**src/rtl/axi_mm_test_seq.sv**
```systemverilog
// AXI-Stream pattern test sequencer.
// Walks the enabled pattern modes (fixed, random, incrementing) in order.
// Each mode runs num_iter times with a gap between runs. Every run launches
// the pattern generator, waits for burst_len accepted beats (or a timeout),
// and checker errors are folded into a pass/fail result at the end.
module axi_mm_test_seq #(
  parameter int TIMEOUT_CYC = 1024,
  parameter int GAP_CYC     = 4
) (
  input  logic       wr_clk,
  input  logic       rst_n,
  input  logic       start,
  input  logic [2:0] mode_mask,
  input  logic [7:0] burst_len,
  input  logic [3:0] num_iter,
  input  logic       axist_valid,
  input  logic       axist_rdy,
  input  logic       chkr_err,
  output logic       patgen_en,
  output logic [1:0] patgen_sel,
  output logic [7:0] patgen_cnt,
  output logic       busy,
  output logic       done,
  output logic       pass,
  output logic       err_timeout,
  output logic       err_cfg,
  output logic [7:0] run_cnt
);

  // A gap shorter than one cycle is not meaningful; clamp it to one.
  localparam int GAP_N = (GAP_CYC < 1) ? 1 : GAP_CYC;
  localparam int TO_N  = (TIMEOUT_CYC < 1) ? 1 : TIMEOUT_CYC;
  localparam int TW    = $clog2(TO_N + 1);
  localparam int GW    = $clog2(GAP_N + 1);
  localparam logic [TW-1:0] TMO_LAST = TW'(TO_N - 1);
  localparam logic [GW-1:0] GAP_LAST = GW'(GAP_N - 1);

  typedef enum logic [2:0] {
    S_IDLE   = 3'd0,
    S_LAUNCH = 3'd1,
    S_WAIT   = 3'd2,
    S_GAP    = 3'd3,
    S_DONE   = 3'd4
  } state_t;

  state_t          r_state;
  logic [2:0]      r_mask;
  logic [7:0]      r_len;
  logic [3:0]      r_iter_cfg;
  logic [3:0]      r_iter;
  logic [1:0]      r_mode;
  logic [7:0]      r_beats;
  logic [TW-1:0]   r_tmo;
  logic [GW-1:0]   r_gap;
  logic            r_chk_err;
  logic            r_patgen_en;
  logic [1:0]      r_patgen_sel;
  logic [7:0]      r_patgen_cnt;
  logic            r_busy;
  logic            r_done;
  logic            r_pass;
  logic            r_err_timeout;
  logic            r_err_cfg;
  logic [7:0]      r_run_cnt;

  logic [2:0]      w_first;
  logic [2:0]      w_next;
  logic [3:0]      w_iter_last;
  logic            w_beat;

  // Lowest set mode bit: {found, mode}.
  function automatic logic [2:0] first_mode(input logic [2:0] mask);
    logic [2:0] res;
    res = 3'b000;
    if (mask[0])      res = 3'b100;
    else if (mask[1]) res = 3'b101;
    else if (mask[2]) res = 3'b110;
    return res;
  endfunction

  // Next enabled mode strictly after the current one: {found, mode}.
  function automatic logic [2:0] next_mode(input logic [2:0] mask, input logic [1:0] cur);
    logic [2:0] above;
    case (cur)
      2'd0:    above = mask & 3'b110;
      2'd1:    above = mask & 3'b100;
      default: above = 3'b000;
    endcase
    return first_mode(above);
  endfunction

  assign w_first     = first_mode(mode_mask);
  assign w_next      = next_mode(r_mask, r_mode);
  // num_iter of zero behaves as a single iteration.
  assign w_iter_last = (r_iter_cfg == 4'd0) ? 4'd0 : r_iter_cfg - 4'd1;
  assign w_beat      = axist_valid && axist_rdy;

  // Sequencer FSM with all outputs registered.
  always_ff @(posedge wr_clk) begin
    if (!rst_n) begin
      r_state       <= S_IDLE;
      r_mask        <= 3'd0;
      r_len         <= 8'd0;
      r_iter_cfg    <= 4'd0;
      r_iter        <= 4'd0;
      r_mode        <= 2'd0;
      r_beats       <= 8'd0;
      r_tmo         <= '0;
      r_gap         <= '0;
      r_chk_err     <= 1'b0;
      r_patgen_en   <= 1'b0;
      r_patgen_sel  <= 2'd0;
      r_patgen_cnt  <= 8'd0;
      r_busy        <= 1'b0;
      r_done        <= 1'b0;
      r_pass        <= 1'b0;
      r_err_timeout <= 1'b0;
      r_err_cfg     <= 1'b0;
      r_run_cnt     <= 8'd0;
    end else begin
      r_patgen_en <= 1'b0;
      r_done      <= 1'b0;
      if (r_state != S_IDLE && chkr_err) r_chk_err <= 1'b1;
      case (r_state)
        S_IDLE: begin
          if (start) begin
            r_mask        <= mode_mask;
            r_len         <= burst_len;
            r_iter_cfg    <= num_iter;
            r_iter        <= 4'd0;
            r_run_cnt     <= 8'd0;
            r_err_timeout <= 1'b0;
            r_chk_err     <= 1'b0;
            r_pass        <= 1'b0;
            r_busy        <= 1'b1;
            if (mode_mask == 3'd0 || burst_len == 8'd0) begin
              r_err_cfg <= 1'b1;
              r_done    <= 1'b1;
              r_state   <= S_DONE;
            end else begin
              r_err_cfg    <= 1'b0;
              r_mode       <= w_first[1:0];
              r_patgen_sel <= w_first[1:0];
              r_patgen_cnt <= burst_len;
              r_patgen_en  <= 1'b1;
              r_state      <= S_LAUNCH;
            end
          end
        end
        S_LAUNCH: begin
          r_beats <= 8'd0;
          r_tmo   <= '0;
          r_state <= S_WAIT;
        end
        S_WAIT: begin
          if (w_beat) r_beats <= r_beats + 8'd1;
          r_tmo <= r_tmo + 1'b1;
          // Completion is checked first so it wins over a coincident timeout.
          if (r_beats == r_len) begin
            r_gap   <= '0;
            r_state <= S_GAP;
            if (r_run_cnt != 8'hFF) r_run_cnt <= r_run_cnt + 8'd1;
          end else if (r_tmo == TMO_LAST) begin
            r_err_timeout <= 1'b1;
            r_pass        <= 1'b0;
            r_done        <= 1'b1;
            r_state       <= S_DONE;
          end
        end
        S_GAP: begin
          r_gap <= r_gap + 1'b1;
          if (r_gap == GAP_LAST) begin
            if (r_iter < w_iter_last) begin
              r_iter      <= r_iter + 4'd1;
              r_patgen_en <= 1'b1;
              r_state     <= S_LAUNCH;
            end else begin
              r_iter <= 4'd0;
              if (w_next[2]) begin
                r_mode       <= w_next[1:0];
                r_patgen_sel <= w_next[1:0];
                r_patgen_en  <= 1'b1;
                r_state      <= S_LAUNCH;
              end else begin
                // A checker pulse in this very cycle still counts.
                r_pass  <= !(r_chk_err || chkr_err) && !r_err_timeout;
                r_done  <= 1'b1;
                r_state <= S_DONE;
              end
            end
          end
        end
        S_DONE: begin
          r_busy  <= 1'b0;
          r_state <= S_IDLE;
        end
        default: r_state <= S_IDLE;
      endcase
    end
  end

  assign patgen_en   = r_patgen_en;
  assign patgen_sel  = r_patgen_sel;
  assign patgen_cnt  = r_patgen_cnt;
  assign busy        = r_busy;
  assign done        = r_done;
  assign pass        = r_pass;
  assign err_timeout = r_err_timeout;
  assign err_cfg     = r_err_cfg;
  assign run_cnt     = r_run_cnt;

endmodule

```
**config.mk**
```make
export PLATFORM = sky130hd
export DESIGN_NAME = axi_mm_test_seq
export DESIGN_NICKNAME = d
export VERILOG_FILES = /design/src/rtl/axi_mm_test_seq.sv
export SDC_FILE = /design/constraint.sdc
export NUM_CORES = 1
export LEC_CHECK = 0
export BUFFER_PORTS_ARGS = -buffer_cell sky130_fd_sc_hd__buf_2
export CORE_ASPECT_RATIO = 2
export CORE_MARGIN = 10
export CORE_UTILIZATION = 57
export CTS_BUF_LIST = sky130_fd_sc_hd__clkbuf_8 sky130_fd_sc_hd__clkbuf_16
export CTS_CLUSTER_DIAMETER = 200
export DETAILED_ROUTE_END_ITERATION = 8
export GPL_TIMING_DRIVEN = 1
export PLACE_DENSITY = 0.82
export SLEW_MARGIN = 40
export SYNTH_ARGS = -nofsm -noshare
export SYNTH_HDL_FRONTEND = slang
export SYNTH_SLANG_ARGS = --single-unit
```
**constraint.sdc**
```tcl
create_clock -name wr_clk -period 2.75 [get_ports wr_clk]
set_input_delay 0.275 -clock wr_clk [delete_from_list [all_inputs] [get_ports wr_clk]]
set_output_delay 0.275 -clock wr_clk [all_outputs]
set_load 0.005 [all_outputs]
```
After elaboration in Yosys (flattened, before gate mapping)

Cells that the tools add are included.

Magnitude comparators: 1
Reductions and logical operators: 30
Equal/unequal tests: 21
Multiplexer cells: 64
$add $sub $neg: 6
Bitwise gates (word level): 1

Operators by type and width:

| cell                  | count |
|---|---|
| $mux 3                | 11 |
| $mux 8                | 4 |
| $pmux 8 s2            | 2 |
| $mux 1                | 24 |
| $ne 2x2->1 const B    | 11 |
| $pmux 11 s2           | 1 |
| $add 8x1->8 const B   | 2 |
| $mux 2                | 8 |
| $mux 4                | 4 |
| $pmux 3 s2            | 2 |
| $pmux 3 s4            | 1 |
| $add 11x1->11 const B | 1 |
| $eq 11x10->1 const B  | 1 |
| $reduce_bool 2->1     | 5 |
| $eq 3x2->1 const B    | 3 |
| $reduce_and 3->1      | 3 |
| $eq 8x8->1            | 1 |
| $logic_not 8->1       | 1 |
| $ne 8x8->1 const B    | 1 |
| $pmux 4 s2            | 1 |
| $reduce_and 2->1      | 4 |
| $reduce_and 4->1      | 2 |
| $reduce_and 7->1      | 1 |
| $logic_not 3->1       | 2 |
| 19 further kinds      | 27 |

Bits in registers: 69
Word-level logic and storage cells: 141
Bits of input ports: 21
Output and inout port bits: 24

Logic depth before layout (Yosys ltp)

Gate-level depths: netlist of the first run.

Word-level depth: 9
Depth in mapped cells: 9
Gate-level depth less buffers: 9

Worst setup path before layout of the first run

Ideal clock, no wire load.

Kind: reg2reg
Start point: register r_iter_cfg[0]
End point: register r_pass (netlist: pass)
Required time: 2.676 ns
Path buffers: 0
Period minus slack after synthesis: 1.925 ns
Setup time: 0.074 ns
Cell stages (with the launch flop): 10
Slack: 0.825 ns
Data arrival time: 1.851 ns
Path through: dfxtp_1 nor2_1 o21a_1 a21oi_1 ha_1 o211ai_1 a21oi_4 nor2_1 or4_1 o21ai_0

Word-level cells in the longest chain between the ends: 5
Elaborated cells on any way between the ends: 6
Classes of those cells: add/sub: 1; order compare: 1; eq/ne: 1; mux: 1; reduce/logical: 2

Ends and longest elaborated chain:

| what                                           | RTL line | source |
|---|---|---|
| from (decl)                                    | 49       | `logic [3:0] r_iter_cfg;` |
| from (signal assigned)                         | 129      | `r_iter_cfg <= num_iter;` |
| $sub 4x1->4 or $logic_not 4->1 (tied branches) | 95       | `assign w_iter_last = (r_iter_cfg == 4'd0) ? 4'd0 : r_iter_cfg - 4'd1;` |
| $mux 4 *                                       | 95       |  |
| $lt 4x4->1 *                                   | 173      | `if (r_iter < w_iter_last) begin` |
| $ne 2x2->1 (no source line) *                  | --       |  |
| $reduce_and 7->1 (no source line) *            | --       |  |
| to (signal assigned)                           | 186      | `r_pass <= !(r_chk_err \|\| chkr_err) && !r_err_timeout;` |
| to (decl)                                      | 61       | `logic r_pass;` |

Every way passes the cells marked *; elsewhere a longest branch is shown, timed or not.
A chain may end at the register's enable or synchronous reset.

Worst setup path after layout of the first run

Ends and elaborated chain as after synthesis.

==> flow_summary.yaml, run 1 <==
final_layout:
  antennaDiodeCount: 0
  layout.nets: 461
  drive_gt1_share_pct: 19.0
  fin_area_um2: 3940
  syn2layout_area_growth_pct: 18.1
sta:
  fin_tns_setup_ns: 0
  max_clock_freq_mhz: 478
  hold_ws_ns: 0.176
  fin_crit_ns: 2.09
  finalHoldViolCount: 0
  setup-violations-final: 0
  drv_slew: 0
  worst_pin_slew_ns: 0.674
  timing.slew.headroom_pct: 55.1
  rsz0062_at_grt: "false"
  post-route-period-util_pct: 76.0
  clock_skew_ns: 0.00446
synthesis:
  syn-mean-instance-area_um2: 8.59
  syn_area_um2: 3330
  yosys.area.top_type: "dfxtp_1"
  synthTopCellsByArea: "dfxtp_1 41%, nand2_1 5.7%, nor2_1 5.0%"
  synth_cells: 388
  ys_seq_elements: 68
  ys_warn_count: 0
  syn_nets: 418
  async_flop_share_pct: 0
  synth_cell_type_count: 61
  ys_seq_area_share_pct: 40.8
  synth_edf_count: 0
  synth_ff_type: "dfxtp_1"
  yosysTopAreaCellShare_pct: 40.8
  synth_common_cells: "68 x dfxtp_1, 51 x nand2_1, 44 x nor2_1"
  yosysMostFrequentCell: "dfxtp_1"
setup_path:
  crit_buf_inv: 0
  start_kind: "register"
  crit_arrival_ns: 2.35
  cp.required_ns: 3.01
  crit_type: "register to register"
  max_stage_delay_ns: 0.50
  critPathMaxFanout: 6
  end_kind: "register"
  crit_chain: "nor2_1 -> o21a_1 -> a21oi_1 -> ha_1 -> o211ai_1 -> a21oi_4 -> nor2_1 -> or4_1 -> o21ai_0"
  cpMaxStageDelayCell: "or4_1"
  path_common_cell: "nor2_1"
  cp_top_family: "simple AND/OR/NAND/NOR gates"
cts:
  clock_latency_ns: 0.34
  ctsResizeCount: 0
  cts_buffers: 9
  hold_buffers: 0
  cts_setup_buffers: 0
  cts_tree: "done"
  path_clk_slew_ns: 0.05
  clock_sinks: 68
  cts_max_path_buffers: 2
  cts.htree.levels: 3
  cts-root-buf: "clkbuf_16"
grt:
  gr-usage-all-layers_pct: 17.9
  antenna_found_initial: 0
  grt_first_pass_wirelength_mm: 13.6
  grt_overflow: 0
  grt_max_degree: 29
  grt_pass1_vias: 2984
route:
  ant_nets: 0
  wirelength_mm: 8.07
  drt_pass1_iterations: 5
  dr_total_vias: 2984
  first_iter_violations: 192
  post-route-drc-count: 0
  avgViaCountPerCell: 6.00
  wire_per_inst_um: 16.2
placement:
  io_buffers: 44
  routabilityCongestion: 0.840
  hpwlAfterDp_mm: 5.87
  placed_area_um2: 3590
power:
  p_per_area_nw_per_um2: 810
  power_leakage_nw: 1.53
  ir_worst_vdd_v: 0.000679
floorplanning:
  rows: 39
  die_height_um: 128
  die_area_um2: 9490
  dieWidth_um: 74.1
  floorplan.initialDensity_pct: 58.4
  num_io_pins: 45
  core_um2: 5710
hold_path:
  hp-class: "input port to register"
outcome:
  outcome: "finished clean"
run:
  maxCapViolCount: 0
[metal layers]
| metal | up-vias | routed length, um | part of all wire (%) | track usage, % |
|---|---|---|---|---|
| met1 | 1396 | 3210 | 40 | 19.3 |
| met3 | 17 | 454 | 5.6 | 5.43 |
| met2 | 81 | 4190 | 52 | 29.9 |
| li1 | 1490 | - | - | - |
| met5 | - | 0 | 0 | 0 |
| met4 | 0 | 223 | 2.8 | 9.15 |
[worst paths after layout]
kind | start | endpoint | slack, ns | depth (start not counted)
max | r_iter_cfg[0] | pass | 0.66 | 9
min | num_iter[2] | r_iter_cfg[2] | 0.18 | 3
max reg2reg | r_iter_cfg[0] | pass | 0.66 | 9
min reg2reg | r_mask[1] | r_mask[1] | 0.45 | 2
[sequential cells by signal, summed over array words and instances (netlist names), 2 cells and up]
register / flops
r_mask: 2
r_state: 3
r_len: 8
r_iter: 4
r_tmo: 11
r_iter_cfg: 4
run_cnt: 8
r_beats: 8
patgen_cnt: 8
r_gap: 3
patgen_sel: 2
[logic make-up (layout without fill, tap and decap cells)]
logic type / after synthesis / after routing / share of synthesized area [%]
AOI/OAI and AO/OA: 83 / 83 / 16.7
DFF: 68 / 68 / 40.8
xor gates and xnor gates: 18 / 18 / 4.73
and+or+nand+nor: 173 / 173 / 26.8
adders and majority gates: 9 / 9 / 3.38
buffers and inverters: 21 / 69 / 2.63
muxes: 16 / 16 / 4.92
[cell usage in the layout (no fill, tap or decap), drive strengths merged, types with 5 or more instances in the layout]
cell    netlist  layout
mux2i        13      13
nand3        15      15
xnor2        15      15
nor3          9       9
and3          7       7
or4           5       5
ha            9       9
buf           5      47
dfxtp        68      68
nor2         45      45
clkbuf       10      10
a31oi         6       6
nand4         8       8
and2          5       5
a21oi        30      30
nand2        51      51
o21ai        15      15
inv           6       6
nor4          6       6
[final cells by class]
type | count | area [um^2]
clock inverter | 6 | 111
tap | 61 | 76.3
multi-input combinational | 299 | 1890
timing repair buffer | 47 | 243
fill | 435 | 1770
sequential | 68 | 1360
clock buffer | 10 | 239
inverter | 6 | 22.5
[report_power, final]
part / switching (mW) / internal, mW
combinational: 0.447 / 0.265
sequential: 0.0794 / 1.07
clock: 0.421 / 0.909
total: 0.948 / 2.24
[worst register-to-register path, delay by kind of cell (launching register included)]
family | cells | cell delay (ns)
compound gates | 5 | 0.59
fa+ha+maj | 1 | 0.28
flops | 1 | 0.35
simple gates | 3 | 0.79
[stage by stage]
stage	setup WS (ns)	utilization, %	cells	power [mW]
floorplan	0.825	-	388	1.68
global placement	0.746	62.9	481	1.85
detailed placement	0.681	62.9	481	1.87
CTS	0.657	69.0	497	3.20
global route	0.401	69.0	497	3.33
finish	0.660	69.0	497	3.19
No activity file was read; power rests on OpenSTA's default activity.
==> run 2: changes to the inputs <==
--- a/config.mk
+++ b/config.mk
@@ -5,15 +5,16 @@
 export SDC_FILE = /design/constraint.sdc
 export NUM_CORES = 1
 export LEC_CHECK = 0
+export ABC_AREA = 1
 export BUFFER_PORTS_ARGS = -buffer_cell sky130_fd_sc_hd__buf_2
 export CORE_ASPECT_RATIO = 2
 export CORE_MARGIN = 10
-export CORE_UTILIZATION = 57
+export CORE_UTILIZATION = 52
 export CTS_BUF_LIST = sky130_fd_sc_hd__clkbuf_8 sky130_fd_sc_hd__clkbuf_16
 export CTS_CLUSTER_DIAMETER = 200
 export DETAILED_ROUTE_END_ITERATION = 8
 export GPL_TIMING_DRIVEN = 1
-export PLACE_DENSITY = 0.82
+export PLACE_DENSITY = 0.79
 export SLEW_MARGIN = 40
 export SYNTH_ARGS = -nofsm -noshare
 export SYNTH_HDL_FRONTEND = slang
==> constraint.sdc (replaced) <==
create_clock -name wr_clk -period 1.9 [get_ports wr_clk]
set_input_delay 0.19 -clock wr_clk [delete_from_list [all_inputs] [get_ports wr_clk]]
set_output_delay 0.19 -clock wr_clk [all_outputs]
set_load 0.005 [all_outputs]
==> run 2 against run 1 <==
Against the previous run:
- worst hold slack lost 0.10 ns
- critical path depth grew 3
- global-route usage shrank 0.97 points
- critical endpoint is now r_iter[0]
- first-iteration DRC count grew 27%
- maximum frequency grew 13%
- power grew 80%
- synthesized cell count grew 26%
- cell count grew 27%
- highest routed layer unchanged
- cell area grew 4.4%
- sequential cell count is the same
- clock skew grew 0.0013 ns
==> flow_summary.yaml, run 2 <==
final_layout:
  layout_common_cells: "119 x nand2_1, 68 x dfxtp_1, 55 x a21oi_1"
  drive_gt1_share_pct: 18.6
  syn2layout_area_growth_pct: 19.9
  layout.nets: 569
  top_register: "r_tmo"
  layout_commonest_cell: "nand2_1"
  largest_reg_flops: 11
  antennaDiodeCount: 0
grt:
  grt_max_degree: 36
  grt_overflow: 0
  antenna_found_initial: 0
  grt_first_pass_wirelength_mm: 14.6
  grt_pass1_vias: 3346
  gr-usage-all-layers_pct: 16.9
synthesis:
  yosysMostFrequentCell: "nand2_1"
  async_flop_share_pct: 0
  ys_seq_elements: 68
  synth_cell_type_count: 40
  ys_seq_area_share_pct: 39.7
  yosysTopAreaCellShare_pct: 39.7
  yosys.area.top_type: "dfxtp_1"
  synthTopCellsByArea: "dfxtp_1 40%, nand2_1 13%, a21oi_1 8.2%"
  syn_area_um2: 3430
  ys_warn_count: 0
  synth_edf_count: 0
  synth_ff_type: "dfxtp_1"
  syn-mean-instance-area_um2: 7.02
  syn_nets: 518
  synth_cells: 488
  synth_common_cells: "120 x nand2_1, 68 x dfxtp_1, 56 x a21oi_1"
power:
  power_leakage_nw: 1.80
  p_total_mw: 5.75
  p_per_area_nw_per_um2: 1400
  ir_worst_vdd_v: 0.000772
floorplanning:
  die_height_um: 135
  core_um2: 6360
  dieWidth_um: 77.4
  rows: 41
  die_area_um2: 10400
  num_io_pins: 45
  floorplan.initialDensity_pct: 53.9
sta:
  clock_skew_ns: 0.00576
  drv_slew: 0
  finalHoldViolCount: 0
  max_clock_freq_mhz: 543
  hold_ws_ns: 0.0745
  timing.slew.headroom_pct: 73.8
  worst_pin_slew_ns: 0.392
  setup-violations-final: 0
  fin_crit_ns: 1.84
  post-route-period-util_pct: 97.0
setup_path:
  critPathMaxFanout: 6
  worstReg2RegEnd: "r_iter[0]"
  start_kind: "register"
  crit_type: "register to register"
  cp.required_ns: 2.16
  crit_start: "r_iter_cfg[0]"
  cp-endpoint: "r_iter[0]"
  reg2regPathDepth: 12
  rr_startpoint: "r_iter_cfg[0]"
  r2r_slack_ns: 0.06
  crit_arrival_ns: 2.11
  end_kind: "register"
hold_path:
  hp-class: "input port to register"
  hold_start: "num_iter[3]"
route:
  ant_nets: 0
  drt_pass1_iterations: 4
  post-route-drc-count: 0
  first_iter_violations: 244
  dr_total_vias: 3328
  avgViaCountPerCell: 5.28
  wire_per_inst_um: 13.6
  wirelength_mm: 8.59
cts:
  cts_buffers: 9
  cts_tree: "done"
  cts_setup_buffers: 0
  clock_latency_ns: 0.34
  cts.htree.levels: 3
  cts_max_path_buffers: 2
  clock_sinks: 68
  cts-root-buf: "clkbuf_16"
  path_clk_slew_ns: 0.06
run:
  maxCapViolCount: 0
placement:
  io_buffers: 44
  routabilityCongestion: 0.874
  hpwlAfterDp_mm: 6.35
outcome:
  outcome: "finished clean"
-- run 2: cell type report --
class | count | area [um^2]
inverters | 55 | 209
multi-input cells | 353 | 1830
fillers | 614 | 2250
clock inverters | 7 | 98.8
well taps | 86 | 108
clock buffers | 9 | 225
repair buffers | 52 | 280
flip-flops and latches | 68 | 1360
-- run 2: repair_timing --
action | in CTS | in global routing
endpoints found under the setup margin | 0 | 8
gates resized for setup | 0 | 6
hold buffers | 0 | 0
-- run 2: how the worst min path moves through the flow --
stage	end	slack [ns]	depth (start not counted)
detailed placement	r_iter_cfg[3]	0.42	3
global route	r_iter_cfg[0]	0.08	3
floorplan	r_iter_cfg[0]	0.32	2
finish	r_iter_cfg[3]	0.07	3
global placement	r_iter_cfg[2]	0.41	3
CTS	r_iter_cfg[3]	0.07	3
-- run 2: per-layer routing --
metal  vias to the layer above  share of wire (%)  track usage (%)
li1                       1690                  -                -
met1                      1529                 38             15.5
met2                        88                 54             32.2
met3                        21                5.0             4.65
met4                         0                3.0             9.29
met5                         -                  0                0
-- run 2: metrics by stage --
step	cell area (um^2)	setup TNS (ns)	util (%)	instances	setup WS (ns)
floorplan	3430	0	-	488	0.287
global placement	3760	0	59.1	614	0.160
detailed placement	3760	0	59.1	614	0.0292
CTS	4080	0	64.2	630	0.0357
global route	4110	-0.0719	64.6	630	-0.0719
finish	4110	0	64.6	630	0.0569
-- run 2: kinds of logic (layout without fill, tap and decap cells) --
group	Yosys count	count (layout)	synth area share (%)
and+or+nand+nor	241	241	31.6
AOI/OAI and AO/OA	92	92	14.8
adders and majority gates	9	9	3.29
DFF	68	68	39.7
xor gates and xnor gates	11	11	2.81
buffers and inverters	67	123	7.78
-- run 2: critical path, stage by stage (launching register included) --
cell	delay [ns]
dfxtp_1	0.33
nor2_1	0.14
inv_1	0.07
nor2_1	0.11
o21ai_0	0.10
ha_1	0.29
nand2_1	0.07
inv_1	0.03
nand2_1	0.13
nand3_4	0.12
nand2_1	0.09
nand2_1	0.11
a21oi_1	0.17
-- run 2: where the power goes --
group          switching, mW  leakage [nW]  internal [mW]
Sequential             0.198         0.554           1.68
Combinational           1.36          1.09          0.710
Clock                  0.643         0.156           1.15
==> run 3: changes to the inputs <==
--- a/config.mk
+++ b/config.mk
@@ -15,6 +15,7 @@
 export DETAILED_ROUTE_END_ITERATION = 8
 export GPL_TIMING_DRIVEN = 1
 export PLACE_DENSITY = 0.79
+export RECOVER_POWER = 50
 export SLEW_MARGIN = 40
 export SYNTH_ARGS = -nofsm -noshare
 export SYNTH_HDL_FRONTEND = slang
==> run 3 against run 2 <==
Against the previous run:
- clock power is essentially flat
- worst hold slack hardly changed
- routed wire length is 0.15% higher
- cell count unchanged
- sequential share of layout area rose by 0.36 points
- first-iteration DRC count fell by 9.4%
- critical path depth unchanged
- utilization down 0.69 points
==> flow_summary.yaml, run 3 (synthesis gave the netlist of run 2 again) <==
placement:
  routabilityCongestion: 0.874
  post-place-ws_ns: 0.0292
  placed_area_um2: 3760
  hpwlAfterDp_mm: 6.35
  io_buffers: 44
cts:
  ctsResizeCount: 0
  cts_max_path_buffers: 2
  cts_buffers: 9
  cts_setup_buffers: 0
  clock_latency_ns: 0.34
  cts_tree: "done"
  cts-root-buf: "clkbuf_16"
  cts.htree.levels: 3
  clock_sinks: 68
  hold_buffers: 0
  path_clk_slew_ns: 0.06
sta:
  clock_skew_ns: 0.00463
  post-route-period-util_pct: 96.9
  worst_pin_slew_ns: 0.396
  finalHoldViolCount: 0
  setup-violations-final: 0
  layout_setup_ws_ns: 0.0592
  timing.slew.headroom_pct: 73.6
  drv_slew: 0
  max_clock_freq_mhz: 543
  fin_crit_ns: 1.84
route:
  ant_nets: 0
  avgViaCountPerCell: 5.33
  post-route-drc-count: 0
  dr_total_vias: 3355
  wirelength_mm: 8.61
  first_iter_violations: 221
  drt_pass1_iterations: 5
  wire_per_inst_um: 13.7
final_layout:
  largest_reg_flops: 11
  fillers: 635
  syn2layout_area_growth_pct: 18.7
  antennaDiodeCount: 0
  top_register: "r_tmo"
  fin_area_um2: 4070
  layout_commonest_cell: "nand2_1"
  final_util_pct: 63.9
  drive_gt1_share_pct: 14.2
  layout.nets: 569
  layout_common_cells: "121 x nand2_1, 68 x dfxtp_1, 55 x a21oi_1"
setup_path:
  end_kind: "register"
  cp.depth: 12
  max_stage_delay_ns: 0.33
  r2r_slack_ns: 0.06
  cpMaxStageDelayCell: "dfxtp_1"
  path_common_cell: "nand2_1"
  rr_startpoint: "r_iter_cfg[0]"
  start_kind: "register"
  crit_type: "register to register"
  crit_arrival_ns: 2.10
  reg2regPathDepth: 12
  critPathMaxFanout: 6
  cp.required_ns: 2.16
  cp_top_family: "simple AND/OR/NAND/NOR gates"
  worstReg2RegEnd: "r_iter[0]"
  crit_buf_inv: 2
  crit_chain: "nor2_1 -> inv_1 -> nor2_1 -> o21ai_0 -> ha_1 -> nand2_1 -> inv_1 -> nand2_1 -> nand3_4 -> nand2_1 -> nand2_1 -> a21oi_1"
floorplanning:
  core_um2: 6360
  num_io_pins: 45
  floorplan.initialDensity_pct: 53.9
  rows: 41
  die_height_um: 135
  dieWidth_um: 77.4
  die_area_um2: 10400
power:
  p_total_mw: 5.70
  ir_worst_vdd_v: 0.000768
  power_leakage_nw: 1.71
  p_per_area_nw_per_um2: 1400
hold_path:
  hold_depth: 3
  hold_start: "num_iter[3]"
  worstHoldEndpoint: "r_iter_cfg[3]"
  hp-class: "input port to register"
grt:
  grt_max_degree: 36
  gr-usage-all-layers_pct: 16.9
  grt_overflow: 0
  grt_first_pass_wirelength_mm: 14.6
  grt_pass1_vias: 3346
  antenna_found_initial: 0
outcome:
  outcome: "finished clean"
run:
  maxCapViolCount: 0
==> run 3: cell count changes in the layout (fill, tap and decap cells not counted), sizes merged <==
cell | previous run | this run
buf | 52 | 30
clkbuf | 9 | 31
==> run 3: worst min-delay path: stages <==
cell	delay, ns
buf_2	0.07
nor2_1	0.03
nor2_1	0.08
==> run 3: routing by layer <==
layer / vias up / wire length, um / track usage (%)
met5: - / 0 / 0
met4: 0 / 274 / 9.29
met3: 24 / 412 / 4.65
met2: 91 / 4600 / 32.2
met1: 1548 / 3320 / 15.5
li1: 1692 / - / -
==> run 3: cell type report <==
type | count | area, um^2 | share of cell area (%)
Multi-Input combinational cell | 353 | 1820 | 44.6
Tap cell | 86 | 108 | 2.65
Inverter | 55 | 206 | 5.08
Sequential cell | 68 | 1360 | 33.5
Clock inverter | 7 | 98.8 | 2.43
Timing Repair Buffer | 52 | 251 | 6.18
Clock buffer | 9 | 225 | 5.54
==> run 3: report_power, final <==
part / switching (mW) / leakage [nW] / total [mW] / internal (mW)
Sequential: 0.200 / 0.554 / 1.88 / 1.68
Clock: 0.642 / 0.156 / 1.80 / 1.15
Combinational: 1.35 / 1.00 / 2.02 / 0.674
Total: 2.19 / 1.71 / 5.70 / 3.51
==> run 3: worst max path at each step <==
| stage | from | endpoint | slack [ns] |
|---|---|---|---|
| 2_1_floorplan | r_iter_cfg[0] | pass | 0.29 |
| 3_5_place_dp | r_iter_cfg[0] | r_iter[3] | 0.03 |
| 6_report | r_iter_cfg[0] | r_iter[0] | 0.06 |
| 4_1_cts | r_iter_cfg[0] | patgen_sel[0] | 0.04 |
| 3_3_place_gp | r_iter_cfg[0] | pass | 0.16 |
| 5_1_grt | r_iter_cfg[0] | r_iter[0] | -0.07 |
==> run 3: metrics by stage <==
stage	instances	setup TNS, ns	hold slack [ns]
6_report	630	0	0.0745
5_1_grt	630	-0.0728	0.0838
4_1_cts	630	0	0.0716
3_5_place_dp	614	0	0.420
3_3_place_gp	614	0	0.414
2_1_floorplan	488	0	0.325
